`config.mk`:
```
export PLATFORM = sky130hd
export DESIGN_NAME = dsp_mac_sequencer
export DESIGN_NICKNAME = d
export VERILOG_FILES = /design/src/rtl/dsp_mac_sequencer_pkg.sv /design/src/rtl/dsp_mac_sequencer.sv
export SDC_FILE = /design/constraint.sdc
export NUM_CORES = 1
export LEC_CHECK = 0
export ABC_AREA = 1
export CORE_ASPECT_RATIO = 1.25
export CORE_MARGIN = 4
export CORE_UTILIZATION = 31
export DETAILED_ROUTE_END_ITERATION = 10
export MAX_ROUTING_LAYER = met4
export PLACE_DENSITY = 0.88
export SLEW_MARGIN = 30
export SYNTH_ARGS = -nofsm -noshare
export SYNTH_HDL_FRONTEND = slang
export SYNTH_SLANG_ARGS = --single-unit
```
`constraint.sdc`:
```
create_clock -name CLK -period 3.81 [get_ports CLK]
set_clock_uncertainty 0.05 [all_clocks]
set_input_delay 0.9525 -clock CLK [delete_from_list [all_inputs] [get_ports CLK]]
set_output_delay 0.9525 -clock CLK [all_outputs]
set_load 0.005 [all_outputs]
```
`src/rtl/dsp_mac_sequencer_pkg.sv`:
```
// -----------------------------------------------------------------------------
// dsp_mac_sequencer_pkg
//   Shared definitions for the MAC sequencer that drives a DSP48A1-style slice.
//   - state_e        : sequencer FSM states
//   - OPMODE_MAC_DEF : slice opcode X=M, Z=P, add, no pre-adder, carry-in 0
//   - CEM_DLY/CEP_DLY: beat-to-clock-enable latency of the slice M and P regs
// -----------------------------------------------------------------------------
package dsp_mac_sequencer_pkg;

    typedef enum logic [2:0] {
        ST_IDLE  = 3'd0,
        ST_CLEAR = 3'd1,
        ST_FEED  = 3'd2,
        ST_DRAIN = 3'd3,
        ST_DONE  = 3'd4
    } state_e;

    localparam logic [7:0] OPMODE_MAC_DEF = 8'b0000_1001;

    // A1/B1 register the operands on the beat edge, so M is written one
    // cycle after the beat and P one cycle after that.
    localparam int CEM_DLY = 1;
    localparam int CEP_DLY = 2;

endpackage

```
`src/rtl/dsp_mac_sequencer.sv`:
```
// -----------------------------------------------------------------------------
// dsp_mac_sequencer
//   Streams LEN operand pairs into an external DSP48A1-style slice configured
//   as an unsigned multiply-accumulator and presents the 48-bit sum once.
//
//   Ports
//     CLK, RST              clock, async active-high reset
//     start, len            job request / pair count (sampled in IDLE)
//     busy                  high whenever not IDLE
//     in_valid/in_ready     operand stream handshake, in_a/in_b operands
//     out_valid/out_ready   result handshake, out_data = accumulated sum
//     dsp_*                 slice data, opcode, clock enables, resets, dsp_P
// -----------------------------------------------------------------------------
module dsp_mac_sequencer
    import dsp_mac_sequencer_pkg::*;
#(
    parameter int         LEN_W      = 8,
    parameter logic [7:0] OPMODE_MAC = OPMODE_MAC_DEF
) (
    input  logic             CLK,
    input  logic             RST,

    input  logic             start,
    input  logic [LEN_W-1:0] len,
    output logic             busy,

    input  logic             in_valid,
    output logic             in_ready,
    input  logic [17:0]      in_a,
    input  logic [17:0]      in_b,

    output logic             out_valid,
    input  logic             out_ready,
    output logic [47:0]      out_data,

    output logic [17:0]      dsp_A,
    output logic [17:0]      dsp_B,
    output logic [7:0]       dsp_OPMODE,
    output logic             dsp_CEA,
    output logic             dsp_CEB,
    output logic             dsp_CEM,
    output logic             dsp_CEP,
    output logic             dsp_CEOPMODE,
    output logic             dsp_RSTM,
    output logic             dsp_RSTP,
    input  logic [47:0]      dsp_P
);

    state_e             state_q;
    logic [LEN_W-1:0]   cnt_q;
    logic [CEP_DLY-1:0] vld_q;      // beat history: bit i = beat i+1 cycles ago
    logic               busy_q;
    logic               in_ready_q;
    logic               out_valid_q;
    logic               clr_q;

    logic               beat;
    logic               last_beat;

    // in_ready is registered and independent of in_valid, so beat is a
    // single AND with no combinational loop back to the source.
    assign beat      = in_valid & in_ready_q;
    assign last_beat = beat && (cnt_q == LEN_W'(1));

    // Single FSM with registered status/control outputs.
    always_ff @(posedge CLK or posedge RST) begin
        if (RST) begin
            state_q     <= ST_IDLE;
            cnt_q       <= '0;
            busy_q      <= 1'b0;
            in_ready_q  <= 1'b0;
            out_valid_q <= 1'b0;
            clr_q       <= 1'b0;
        end else begin
            case (state_q)
                ST_IDLE: begin
                    if (start && (len != '0)) begin
                        cnt_q   <= len;
                        state_q <= ST_CLEAR;
                        busy_q  <= 1'b1;
                        clr_q   <= 1'b1;
                    end
                end
                ST_CLEAR: begin
                    clr_q      <= 1'b0;
                    in_ready_q <= 1'b1;
                    state_q    <= ST_FEED;
                end
                ST_FEED: begin
                    if (beat) begin
                        cnt_q <= cnt_q - LEN_W'(1);
                        if (last_beat) begin
                            in_ready_q <= 1'b0;
                            state_q    <= ST_DRAIN;
                        end
                    end
                end
                ST_DRAIN: begin
                    // No beats arrive here, so once the newest history bit is
                    // clear the pipe is empty on the next edge and P is final.
                    if (!vld_q[0]) begin
                        out_valid_q <= 1'b1;
                        state_q     <= ST_DONE;
                    end
                end
                ST_DONE: begin
                    if (out_ready) begin
                        out_valid_q <= 1'b0;
                        busy_q      <= 1'b0;
                        state_q     <= ST_IDLE;
                    end
                end
                default: begin
                    state_q     <= ST_IDLE;
                    busy_q      <= 1'b0;
                    in_ready_q  <= 1'b0;
                    out_valid_q <= 1'b0;
                    clr_q       <= 1'b0;
                end
            endcase
        end
    end

    // Beat valid shift register mirroring the slice M/P register latency.
    always_ff @(posedge CLK or posedge RST) begin
        if (RST) vld_q <= '0;
        else     vld_q <= {vld_q[CEP_DLY-2:0], beat};
    end

    assign busy         = busy_q;
    assign in_ready     = in_ready_q;
    assign out_valid    = out_valid_q;
    // P is frozen in DONE (CEP low), so it is passed straight through.
    assign out_data     = dsp_P;

    assign dsp_A        = beat ? in_a : 18'd0;
    assign dsp_B        = beat ? in_b : 18'd0;
    assign dsp_CEA      = beat;
    assign dsp_CEB      = beat;
    assign dsp_CEM      = vld_q[CEM_DLY-1];
    assign dsp_CEP      = vld_q[CEP_DLY-1];
    assign dsp_OPMODE   = OPMODE_MAC;
    assign dsp_CEOPMODE = 1'b1;
    assign dsp_RSTM     = clr_q;
    assign dsp_RSTP     = clr_q;

endmodule
```
# Yosys cells after proc, flatten, opt, wreduce, memory -nomap -nowiden
# Cells that the tools add are included.
[totals] output_inout_bits=102 word_cells=58 ram_bits=0 rom_bits=0 memories=0 latch_bits=0 in_bits=97 register_bits=17
[op_classes] n_mul=0 mux=20 reduce_logical=15 div=0 n_eq_ne=10 addsub=1 n_shift=0 bitwise_logic=5 order_cmp=0
[op_table] cell="18-bit 2-to-1 mux" n=2
[op_table] cell="8-bit 2-to-1 mux" n=2
[op_table] cell="8-bit one-hot mux with 2 select lines" n=1
[op_table] cell="3-bit 2-to-1 mux" n=5
[op_table] cell="3-bit one-hot mux with 5 select lines" n=1
[op_table] cell="3-bit AND reduction" n=4
[op_table] cell="3-bit OR reduction" n=4
[op_table] cell="2-bit inequality test, second input constant" n=5
[op_table] cell="1-bit one-hot mux with 3 select lines" n=3
[op_table] cell="8-bit by 1-bit equality test with 1-bit output, second input constant" n=1
[op_table] cell="8-bit nonzero test" n=1
[op_table] cell="8-bit by 1-bit subtractor with 8-bit output, second input constant" n=1
[op_table] cell="3-bit by 2-bit equality test with 1-bit output, second input constant" n=2
[op_table] cell="1-bit 2-to-1 mux" n=5
[op_table] cell="5-bit AND reduction" n=1
[op_table] cell="1-bit inverter" n=4
[op_table] cell="3-bit by 1-bit equality test with 1-bit output, second input constant" n=1
[op_table] cell="3-bit equality test, second input constant" n=1
[op_table] cell="3-bit logical NOT" n=1
[op_table] cell="1-bit logical AND" n=2
[op_table] cell="1-bit one-hot mux with 2 select lines" n=1
[op_table] cell="2-bit AND reduction" n=1
[op_table] cell="2-bit nonzero test" n=1
[op_table] cell="1-bit bitwise AND" n=1

# Logic depth before layout (Yosys ltp)
[depth] word_depth=5 depth_mapped=9 depth_no_buf=9

# Worst setup path after synthesis
# No wires, ideal clock.
[synth_path] kind="in2out" startpoint="input in_valid" endpoint="output dsp_A[10]" cell_stages=4 setup_slack_ns=1.265 required_time_ns=2.808 path_buffers=2 arrival_ns=1.542 path_cell_list="nand2_1 -> buf_2 -> buf_1 -> nor2_1"
[synth_via] elab_chain_cells=2
[synth_lines] item="start, declared" line="dsp_mac_sequencer.sv:27" source="input logic in_valid,"
[synth_lines] item="1-bit bitwise AND" line="dsp_mac_sequencer.sv:62" source="assign beat = in_valid & in_ready_q;"
[synth_lines] item="18-bit 2-to-1 mux" line="dsp_mac_sequencer.sv:136" source="assign dsp_A = beat ? in_a : 18'd0;"
[synth_lines] item="end, declared" line="dsp_mac_sequencer.sv:36" source="output logic [17:0] dsp_A,"
# No other way between the ends.

# Worst setup path in the final report
[layout_path] startpoint="input in_valid" endpoint="output dsp_A[9]"
# The elaborated chain is that of the path after synthesis.

==> results list <==
- Max clock buf depth: 2
- STA puts the critical path data required time at 2.81 ns.
* Period utilisation layout: 0.889
* Maximum number of pins on one net before global-route repair: 21
- Count of state elements after synthesis: 17
* Leakage: roughly 1.3 nW
- CTS Sinks: 17
- In this run the tool buffered the top-level ports with between 90 and 100 buffer cells.
* Remaining antenna violation count: 0
* Number of H-tree levels: 1
- Along the worst path, the maximum fanout reaches 20.
- Final hold violation count: 0
- Headroom to the max-slew limit came out at 0.548.
* Sequential fraction of the synthesis area: 0.230
* Die width: just under 80 microns
- The sequential cells in the finished layout cover a total of roughly 430 sq um.
- Post-Synthesis Mean Instance Area: 6.37 sq um
- Wire length of the first global-routing pass: ~8.9 mm
- RR Startpoint: state_q[2]$_DFFE_PP0P_
- The max-slew violation count was 0.
* Grt total ovfl: 0
* Final wirelength: roughly 6.1 mm
- Derived from the worst setup path, the maximum achievable clock frequency is ~300 MHz.
- Root buffer selected by CTS: clkbuf_8
* Transition at the pin with the smallest max-transition slack: 0.678 ns
- Standard-cell rows: 31
- Net total in the final layout: between 400 and 500
- The worst setup path is captured at an output pin.
* Cell count of the worst reg-to-reg path: 7
- For this design the ratio of total power to cell area is about 530 mW/mm^2.
- Footprint of the multi-input gates: about 750 sq um
- Unrepaired setup endpoints after global routing: false
- The most critical setup path has its startpoint at in_valid.
- In this run the count of I/O pins placed on the die edge is approximately 200.
* Number of detailed-routing iterations run before antenna repair: 4
- The mapped netlist covers 0.00185 sq mm.
- Number of resized instances in the post-cts repair step: 0
- Once detailed placement completed, the half-perimeter wirelength came to between 5 and 6 mm.
- Initial antenna violation count: 0
- Routed via count: 1762
- Diodes inserted: 0
- After detailed routing, the number of vias per cell comes to 4.44.
* Hold Path Stages: 0
- Insertion delay to the later sink of the worst-skew pair: 0.26 ns
* Syn Inst Count: 290
* Area overhead of the layout relative to synthesis: 33.3%
- The placed instances occupy a cell area of ~0.0024 sq mm.
- Delay contributed by the slowest stage of the critical path: ~0.53 ns
- Post-route cell area: approximately 0.0025 sq mm
* Setup TNS after final layout: 0 ns
- TritonCTS created 3 clock buffers.
- TritonCTS built the clock tree.
- Setup violations remaining at the end of the flow were counted as 0.
* Iter 0 DRT Violations: 30
- The worst hold path begins at vld_q[0]$_DFF_PP0_.
- Slowest cell on the critical path: clkdlybuf4s50_1
* Startpoint types: input port
* Ordered list of cells on the worst path: clkdlybuf4s50_1 > nand2_1 > buf_4 > nor2_1 > clkdlybuf4s50_1
- Via count of the first global-routing pass: ~1700
* Synth Warn #: 0
- CTS clk-pin slew, worst paths: roughly 0.070 ns
- Hold/Removal Path Class: reg2reg
- Across every metal layer, demand over resource in global routing totals 0.162.
* Number of setup buffers added after CTS: 0
- In the final layout, the share of cells above drive strength 1 is 0.0785.
* FILL cells: approximately 600
* Weighted congestion reported at the end of routability-driven placement: roughly 0.85
- Shortest period the worst path allows: between 3 and 4 ns
* DRC violation count after routing: 0
- From bottom edge to top edge, the die measures around 94 microns.
- Most used cell, CP: clkdlybuf4s50_1
* Per-cell routed wire length: around 15 microns
- Max-cap violations in this run came to 0.
* Area of the core: roughly 0.0058 sq mm
* Area enclosed by the die boundary: ~0.0073 sq mm
- Effective utilization at floorplan: 0.320
- The worst-case IR drop observed on VDD is between 200 and 300 uV.
* Number of distinct standard cells referenced by the synthesized netlist: 26
- The worst setup path is of the in2out kind.
* Status: completed
- Data on the critical path arrives at its endpoint at roughly 2.4 ns.
- For this design, the CTS-stage hold fixing added 0 buffers.
==> cell usage after synthesis (all sizes together) <==
| cell type | number | share of area |
|---|---|---|
| nor2 | 52 | 0.12 |
| inv | 56 | 0.12 |
| nor3 | 1 | 0.0027 |
| nand3 | 20 | 0.064 |
| dfrtp | 17 | 0.23 |
| buf | 65 | 0.26 |
| conb | 2 | 0.0041 |
| nand4 | 3 | 0.010 |
| o21ai | 13 | 0.045 |
| nand2 | 58 | 0.13 |
| or2 | 1 | 0.0034 |
| ha | 2 | 0.014 |
==> power by group <==
group	switching [mW]	internal, mW	leakage (nW)
Clock	0.0672	0.0728	0.0255
Combinational	0.459	0.386	1.02
Sequential	0.0666	0.262	0.215
==> worst paths after layout <==
path	to	slack [ns]
worst max-delay path	dsp_A[9]	0.42
worst min-delay path	vld_q[1]$_DFF_PP0_	0.41
worst max register to register	cnt_q[4]$_DFFE_PP0P_	2.26
worst min register to register	vld_q[1]$_DFF_PP0_	0.41
max in group asynchronous	out_valid$_DFFE_PP0P_	2.22
min in group asynchronous	dsp_RSTM$_DFFE_PP0P_	1.07
==> cell type report <==
class,count,area share
Inverter,56,0.0863
Multi-Input combinational cell,159,0.305
Tap cell,66,0.0335
Timing Repair Buffer,95,0.384
Clock buffer,3,0.0168
Sequential cell,17,0.173
Clock inverter,1,0.00203
==> critical path, delay by kind of cell <==
kind	cells	cell delay [ns]
and+or+nand+nor	2	0.23
buffers and inverters	3	1.20
==> cells by family (layout without fill, tap and decap cells) <==
| group | Yosys count | in the layout | share of synthesized area |
|---|---|---|---|
| flip-flops | 17 | 17 | 0.230 |
| other | 2 | 9 | 0.00406 |
| adder cells (fa/ha/maj) | 2 | 2 | 0.0135 |
| buffers and inverters | 121 | 155 | 0.378 |
| AO/OA/AOI/OAI | 13 | 13 | 0.0454 |
| AND/OR/NAND/NOR | 135 | 135 | 0.329 |
==> sequential cells by signal (all words and copies together), names as in the netlist <==
name / cells
dsp_RSTM: 1
state_q: 3
in_ready: 1
busy: 1
vld_q: 2
cnt_q: 8
out_valid: 1
==> cell usage in the layout, fill, tap and decap left out, types with 5 or more instances in the layout <==
cell type and n:
o21ai_2 5, inv_1 52, conb_1 9, nor2_1 48, nand2_1 53, dfrtp_1 17, nand3_1 18, o21ai_0 5
clkdlybuf4s50_1 93
==> routing by layer <==
layer | vias up | GRT usage | routed length (microns)
li1 | 867 | - | -
met1 | 768 | 0.140 | 1910
met2 | 115 | 0.293 | 3210
met3 | 12 | 0.0921 | 825
met4 | 0 | 0.0564 | 125
met5 | - | - | 0
==> metrics by stage <==
step	setup WS, ns	instances	power [mW]	hold slack, ns	utilization
final	0.422	397	1.31	0.411	0.426
after detailed placement	0.414	393	1.18	0.393	0.418
after global placement	0.427	393	1.15	0.390	0.418
after global routing	0.339	397	1.43	0.432	0.426
after floorplan	1.27	297	0.913	0.360	-
after CTS	0.413	397	1.32	0.409	0.426
(Power assumes the default switching activity.)
